## config.mk

```make
export PLATFORM = sky130hd
export DESIGN_NAME = controle_centrifugacao
export DESIGN_NICKNAME = d
export VERILOG_FILES = /design/src/rtl/controle_centrifugacao.sv
export SDC_FILE = /design/constraint.sdc
export NUM_CORES = 1
export LEC_CHECK = 0
export CAP_MARGIN = 20
export CORE_UTILIZATION = 30
export CTS_CLUSTER_SIZE = 10
export DETAILED_ROUTE_END_ITERATION = 7
export GPL_ROUTABILITY_DRIVEN = 0
export PLACE_DENSITY = 0.48
export SYNTH_ARGS = -nofsm -noshare
export SYNTH_HDL_FRONTEND = slang
export SYNTH_SLANG_ARGS = --single-unit
```

## constraint.sdc

```tcl
create_clock -name clock -period 4.1 [get_ports clock]
set_input_delay 0.41 -clock clock [delete_from_list [all_inputs] [get_ports clock]]
set_output_delay 0.41 -clock clock [all_outputs]
set_load 0.05 [all_outputs]
```

## src/rtl/controle_centrifugacao.sv

```systemverilog
// controle_centrifugacao: spin-cycle controller for the washing-machine datapath.
// Programmable hold time and target speed, linear ramps, lid pause with resume
// and an abort path that always ramps the motor down before releasing it.
// Optional feature macro: CENTRIF_DESBAL_EN (unbalance event counting and fault).
//
// Handshake: start is a level request. It is sampled in OCIOSO to begin a cycle,
// must stay high for the cycle to run to completion, and must drop in FIM before
// another cycle can begin. No other valid/ready pairing exists on this block.
module controle_centrifugacao #(
    parameter int TEMPO_W       = 8,
    parameter int VEL_W         = 4,
    parameter int PASSO_RAMPA   = 4,
    parameter int LIMITE_DESBAL = 3
) (
    input  logic               clock,
    input  logic               reset_n,
    input  logic               start,
    input  logic [TEMPO_W-1:0] duracao,
    input  logic [VEL_W-1:0]   vel_alvo,
    input  logic               tampa_aberta,
    input  logic               desbalanceado,
    output logic [VEL_W-1:0]   velocidade,
    output logic               centrifugacao_ativa,
    output logic               concluido,
    output logic               erro_desbalanceio,
    output logic [2:0]         estado_dbg
);

    localparam int PRESC_W = (PASSO_RAMPA > 1) ? $clog2(PASSO_RAMPA) : 1;
    localparam logic [PRESC_W-1:0] PRESC_MAX = PRESC_W'(PASSO_RAMPA - 1);

    typedef enum logic [2:0] {
        OCIOSO     = 3'd0,
        ACELERA    = 3'd1,
        MANTEM     = 3'd2,
        DESACELERA = 3'd3,
        PAUSA      = 3'd4,
        FIM        = 3'd5
    } estado_t;

    estado_t            estado, estado_prox;
    logic [VEL_W-1:0]   vel_prox;
    logic [VEL_W-1:0]   alvo_l, alvo_prox;
    logic [TEMPO_W-1:0] dur_l, dur_prox;
    logic [TEMPO_W-1:0] hold_cnt, hold_prox, hold_lim;
    logic [PRESC_W-1:0] presc, presc_prox;
    logic               abort_f, abort_prox;
    logic               erro_prox;
    logic               conc_prox, ativo_prox;
    logic               wrap;
    logic               falha_desbal;

    assign estado_dbg = estado;

`ifdef CENTRIF_DESBAL_EN
    localparam int DESB_W = $clog2(LIMITE_DESBAL + 1);
    localparam logic [DESB_W-1:0] DESB_MAX = DESB_W'(LIMITE_DESBAL);

    logic [DESB_W-1:0] desb_cnt, desb_prox;

    // Unbalance event counter: cleared on a new start, counts pulses while spinning up or holding.
    always_comb begin
        desb_prox    = desb_cnt;
        falha_desbal = 1'b0;
        if (estado == OCIOSO && start && !tampa_aberta) begin
            desb_prox = '0;
        end else if ((estado == ACELERA || estado == MANTEM) && desbalanceado) begin
            if (desb_cnt != DESB_MAX) begin
                desb_prox = desb_cnt + 1'b1;
            end
            if (int'(desb_cnt) + 1 >= LIMITE_DESBAL) begin
                falha_desbal = 1'b1;
            end
        end
    end

    // Unbalance counter register.
    always_ff @(posedge clock or negedge reset_n) begin
        if (!reset_n) begin
            desb_cnt <= '0;
        end else begin
            desb_cnt <= desb_prox;
        end
    end
`else
    // Unbalance detection is not built; this term is constant 0.
    assign falha_desbal = 1'b0 & desbalanceado & (LIMITE_DESBAL > 0);
`endif

    // Next-state and next-output logic; every output is registered from these values.
    always_comb begin
        estado_prox = estado;
        vel_prox    = velocidade;
        alvo_prox   = alvo_l;
        dur_prox    = dur_l;
        hold_prox   = hold_cnt;
        abort_prox  = abort_f;
        erro_prox   = erro_desbalanceio;
        wrap        = (presc == PRESC_MAX);
        hold_lim    = (dur_l == '0) ? '0 : dur_l - 1'b1;

        case (estado)
            OCIOSO: begin
                if (start && !tampa_aberta) begin
                    alvo_prox   = vel_alvo;
                    dur_prox    = duracao;
                    hold_prox   = '0;
                    abort_prox  = 1'b0;
                    erro_prox   = 1'b0;
                    vel_prox    = '0;
                    estado_prox = (vel_alvo == '0) ? FIM : ACELERA;
                end
            end
            ACELERA: begin
                if (!start) begin
                    estado_prox = DESACELERA;
                    abort_prox  = 1'b1;
                end else if (falha_desbal) begin
                    estado_prox = DESACELERA;
                    abort_prox  = 1'b1;
                    erro_prox   = 1'b1;
                end else if (tampa_aberta) begin
                    estado_prox = PAUSA;
                end else if (velocidade >= alvo_l) begin
                    // Saturation guard: never step past the latched target.
                    estado_prox = MANTEM;
                end else if (wrap) begin
                    vel_prox = velocidade + 1'b1;
                    if ((velocidade + 1'b1) == alvo_l) begin
                        estado_prox = MANTEM;
                    end
                end
            end
            MANTEM: begin
                if (!start) begin
                    estado_prox = DESACELERA;
                    abort_prox  = 1'b1;
                end else if (falha_desbal) begin
                    estado_prox = DESACELERA;
                    abort_prox  = 1'b1;
                    erro_prox   = 1'b1;
                end else if (tampa_aberta) begin
                    // Hold count stays frozen so the hold resumes where it left off.
                    estado_prox = PAUSA;
                end else if (hold_cnt >= hold_lim) begin
                    estado_prox = DESACELERA;
                end else begin
                    hold_prox = hold_cnt + 1'b1;
                end
            end
            DESACELERA: begin
                if (velocidade == '0) begin
                    estado_prox = abort_f ? OCIOSO : FIM;
                end else if (wrap) begin
                    vel_prox = velocidade - 1'b1;
                    if (velocidade == VEL_W'(1)) begin
                        estado_prox = abort_f ? OCIOSO : FIM;
                    end
                end
            end
            PAUSA: begin
                if (!start) begin
                    // Already stopped: nothing left to ramp down.
                    if (velocidade == '0) begin
                        estado_prox = OCIOSO;
                    end else begin
                        estado_prox = DESACELERA;
                        abort_prox  = 1'b1;
                    end
                end else if (velocidade == '0) begin
                    if (!tampa_aberta) begin
                        estado_prox = ACELERA;
                    end
                end else if (wrap) begin
                    vel_prox = velocidade - 1'b1;
                end
            end
            FIM: begin
                if (!start) begin
                    estado_prox = OCIOSO;
                end
            end
            default: begin
                estado_prox = OCIOSO;
            end
        endcase

        // Ramp prescaler restarts on every state change and only runs while ramping.
        if (estado_prox != estado) begin
            presc_prox = '0;
        end else if (estado == ACELERA || estado == DESACELERA || estado == PAUSA) begin
            presc_prox = wrap ? '0 : presc + 1'b1;
        end else begin
            presc_prox = '0;
        end

        ativo_prox = (estado_prox == ACELERA) || (estado_prox == MANTEM) ||
                     (estado_prox == DESACELERA) || (estado_prox == PAUSA);
        conc_prox  = (estado_prox == FIM) && (estado != FIM);
    end

    // State, datapath and registered outputs.
    always_ff @(posedge clock or negedge reset_n) begin
        if (!reset_n) begin
            estado              <= OCIOSO;
            velocidade          <= '0;
            alvo_l              <= '0;
            dur_l               <= '0;
            hold_cnt            <= '0;
            presc               <= '0;
            abort_f             <= 1'b0;
            erro_desbalanceio   <= 1'b0;
            centrifugacao_ativa <= 1'b0;
            concluido           <= 1'b0;
        end else begin
            estado              <= estado_prox;
            velocidade          <= vel_prox;
            alvo_l              <= alvo_prox;
            dur_l               <= dur_prox;
            hold_cnt            <= hold_prox;
            presc               <= presc_prox;
            abort_f             <= abort_prox;
            erro_desbalanceio   <= erro_prox;
            centrifugacao_ativa <= ativo_prox;
            concluido           <= conc_prox;
        end
    end

endmodule

```

==> Flow_metrics.wiki <==
{| class="wikitable"
! Metric !! Value
|-
| Count of standard-cell rows || 31
|-
| Fraction of synthesized cell area taken by the top area cell type || around a third
|-
| Element type at the critical path start || flip-flop
|-
| Global-route wire length before repair || 8810 um
|-
| Peak per-stage delay on the critical path || about 0.53 ns
|-
| CTS tree || done
|-
| CTS max path bufs || 2
|-
| Register area || approximately 800 sq um
|-
| IO Port Bufs || 24
|-
| Die Area || ~0.008 sq mm
|-
| Total of hold buffers inserted after clock tree synthesis || 0
|-
| ANT nets after route || 0
|-
| FF+latch count, synth || 32
|-
| Final total power || around 2.0 mW
|-
| CTS resizes || 0
|-
| Sequential area share after synthesis || a little over a third
|-
| Maxcap violations || 0
|-
| Number of max-slew violations in the final report || 0
|-
| Syn Nets || a little under 300
|-
| Power per Cell Area || between 700 and 800 mW/mm^2
|-
| Starting utilization of the core area || between 30% and 40%
|-
| CP max FO || 3
|-
| Cell types occupying the most area after synthesis || dfrtp_1 (35%), ha_1 (9.8%), nand2_1 (4.1%)
|-
| Final #Nets || approximately 310
|-
| Clock sink count || 32
|-
| Fraction of registers with async set/reset || 100%
|-
| Flip-flop cell with the highest count after synthesis || dfrtp_1
|-
| Total standard cell area after synthesis || 0.00229 sq mm
|-
| Length of the first detailed-routing pass in iterations || 4
|-
| Die extent in x || just under 90 um
|-
| Antenna violations before repair || 0
|-
| Total DRC errors in the routed layout || 0
|-
| Unrepaired setup endpoints after global routing || no
|-
| Kind of critical path || flip-flop to flip-flop
|-
| Sum of net half-perimeters after detailed placement || around 3800 um
|-
| Startpoint of the tightest hold check path || presc[0]
|-
| Sum Neg Setup Slack || 0 ns
|-
| Wirelength per Cell || approximately 14 um
|-
| Leakage || 1.16 nW
|-
| Latest clock arrival within the worst-skew pair || around 0.29 ns
|-
| Antenna diode instance count || 0
|-
| Share of post-route cells with drive strength above 1 || 8.93%
|-
| Overall global routing resource usage || ~15%
|-
| CTS buffer count || 5
|-
| Data required time at the worst endpoint || around 4.3 ns
|-
| Cells along the critical path || inv_1 > ha_1 > nand2_1 > or2_2 > nor2_1 > nand2_1 > mux2_2 > ha_1 > a211oi_1 > o211ai_1 > a21o_1 > a2111oi_1 > a21oi_1 > or3_1
|-
| Boundary Pins || 27
|-
| Worst setup EP type || flip-flop
|-
| Master cell of the clock root buffer || clkbuf_8
|-
| Worst-case headroom to the max-slew limit || around 58%
|-
| Post-Route WL || 5210 um
|-
| Number of buffers inserted to repair setup after CTS || 0
|-
| Dpl cells || about 370
|-
| Synth area leader || dfrtp_1
|-
| Mean post-synth cell area || about 8.9 sq um
|-
| Cell with the biggest individual delay on the critical path || a2111oi_1
|-
| Final std cell area, no fill || ~0.0027 sq mm
|-
| Number of distinct library cells after synthesis || 53
|-
| CTS H-tree depth || 2
|-
| Type of the most critical hold path || flip-flop to flip-flop
|-
| Fin cells || approximately 380
|-
| Placeable Area || 0.00733 sq mm
|-
| Outcome || completed
|-
| Area of the multi-input gates || between 0.001 and 0.0015 sq mm
|-
| Total overflow reported by the global router || 0
|-
| Final-report setup violation count || 0
|-
| Clock input transition at the sequential cells of the worst setup and hold paths || around 0.070 ns
|-
| Yosys Warn Count || 0
|-
| Number of global-route vias before repair || between 1,500 and 2,000
|-
| Most frequent cells after synthesis || dfrtp_1 (32), nand2_1 (25), nor2_1 (25), ha_1 (18), o21ai_0 (17)
|-
| Signed area change from the synthesized netlist to the final layout || 19.0%
|-
| Minimum clock period after layout || 3.49 ns
|-
| Cells on Worst Hold Path || 1
|-
| Vias/cell || a little under 5
|-
| Crit path DAT || ~3.7 ns
|-
| Maximum vdd drop || 0.000281 V
|-
| End point of the worst hold path || presc[0]
|-
| Transition at the pin with the smallest max-transition slack || roughly 0.63 ns
|-
| Highest clock rate || approximately 290 MHz
|-
| Number of hold violations in the final report || 0
|-
| Cell depth of the worst flop-to-flop path || 14
|-
| Smallest hold slack || between 0.4 and 0.5 ns
|-
| Number of vias in the routed layout || around 1,900
|-
| R2r startpoint || dur_l[0]
|-
| Setup Skew || around 0.014 ns
|-
| Period utilisation layout || a little under nine tenths
|-
| Layout fillers || roughly 750
|-
| Pin count of the biggest net entering global routing || 33
|-
| Floorplan die height || 89.3 um
|-
| Instance count of the mapped netlist || 258
|-
| Area after DPL || 0.00262 sq mm
|-
| Reg-to-reg endpoint || centrifugacao_ativa
|-
| Count leader, synth || dfrtp_1
|-
| Starting DRC count in detailed routing || between 70 and 80
|-
| Number of synthesized flops with an enable pin || 0
|-
| Reg2reg setup slack || about 0.6 ns
|}
==> power by group <==
group	total (mW)	leakage, nW	internal (mW)	switching [mW]
Sequential	0.620	0.407	0.432	0.188
Clock	0.307	0.0552	0.180	0.126
Combinational	1.10	0.696	0.487	0.614
==> logic make-up (layout without fill, tap and decap cells) <==
logic type,after synthesis,after routing,synth area share (%)
adders and majority gates,18,18,9.84
buffers and inverters,27,49,4.98
AOI/OAI and AO/OA,65,65,19.8
and+or+nand+nor,93,93,20.2
other,1,1,0.164
DFF,32,32,35.0
muxes,9,9,4.37
xor gates and xnor gates,13,13,5.63
==> worst max-delay path: cells and delay by family (launching register included) <==
kind                     cells  cell delay [ns]
flip-flops                   1             0.39
adder cells (fa/ha/maj)      2             0.37
multiplexers                 1             0.27
AO/OA/AOI/OAI                5             1.36
buffers and inverters        1             0.08
AND/OR/NAND/NOR              5             0.89
==> final cells by class <==
cell class                 count  share of cell area (%)
clock buffer                   6                    2.66
clock inverter                 2                    1.29
inverter                      14                    1.93
multi-input combinational    199                    50.5
sequential                    32                    29.4
tap                           99                    4.55
timing repair buffer          27                    9.65
==> flip-flops by register name, indices dropped and copies added, names as in the netlist <==
register	cells
presc	2
abort_f	1
velocidade	4
concluido	1
alvo_l	4
dur_l	8
estado_dbg	3
centrifugacao_ativa	1
hold_cnt	8
==> cell usage in the layout (no fill, tap or decap), types with 4 or more instances in the layout <==
cell / synthesis / layout
a21oi_1: 14 / 14
ha_1: 18 / 18
or3_1: 4 / 4
inv_1: 14 / 14
and2_1: 4 / 4
clkbuf_8: 0 / 5
nor2b_1: 6 / 6
nand2_1: 25 / 25
o22ai_1: 5 / 5
clkdlybuf4s50_1: 0 / 24
nor3_1: 5 / 5
nand3_1: 5 / 5
nand2b_1: 4 / 4
o21ai_0: 17 / 17
nor2_1: 25 / 24
xnor2_1: 4 / 4
mux2_2: 8 / 8
dfrtp_1: 32 / 32
xor2_1: 8 / 8
==> metal layers <==
metal  up-vias  part of all wire [%]  GRT usage, %
met5         -                     0             0
met4         0                   1.8          5.77
met3         9                   2.4          2.77
met2        25                    47          22.7
met1       878                    49          20.1
li1        967                     -             -
==> worst max-delay path by stage <==
stage                                     end  depth (start not counted)     start
after floorplan           centrifugacao_ativa                         14  dur_l[0]
after global placement    centrifugacao_ativa                         14  dur_l[0]
after detailed placement  centrifugacao_ativa                         14  dur_l[0]
after CTS                 centrifugacao_ativa                         14  dur_l[0]
after global routing      centrifugacao_ativa                         14  dur_l[0]
final                     centrifugacao_ativa                         14  dur_l[0]
==> metrics by stage <==
| step | util (%) | setup WS, ns |
|---|---|---|
| floorplan | - | 1.05 |
| global placement | 35.7 | 0.687 |
| detailed placement | 35.7 | 0.638 |
| CTS | 37.2 | 0.603 |
| global route | 37.2 | 0.238 |
| finish | 37.2 | 0.612 |
No activity file was read; power rests on OpenSTA's default activity.
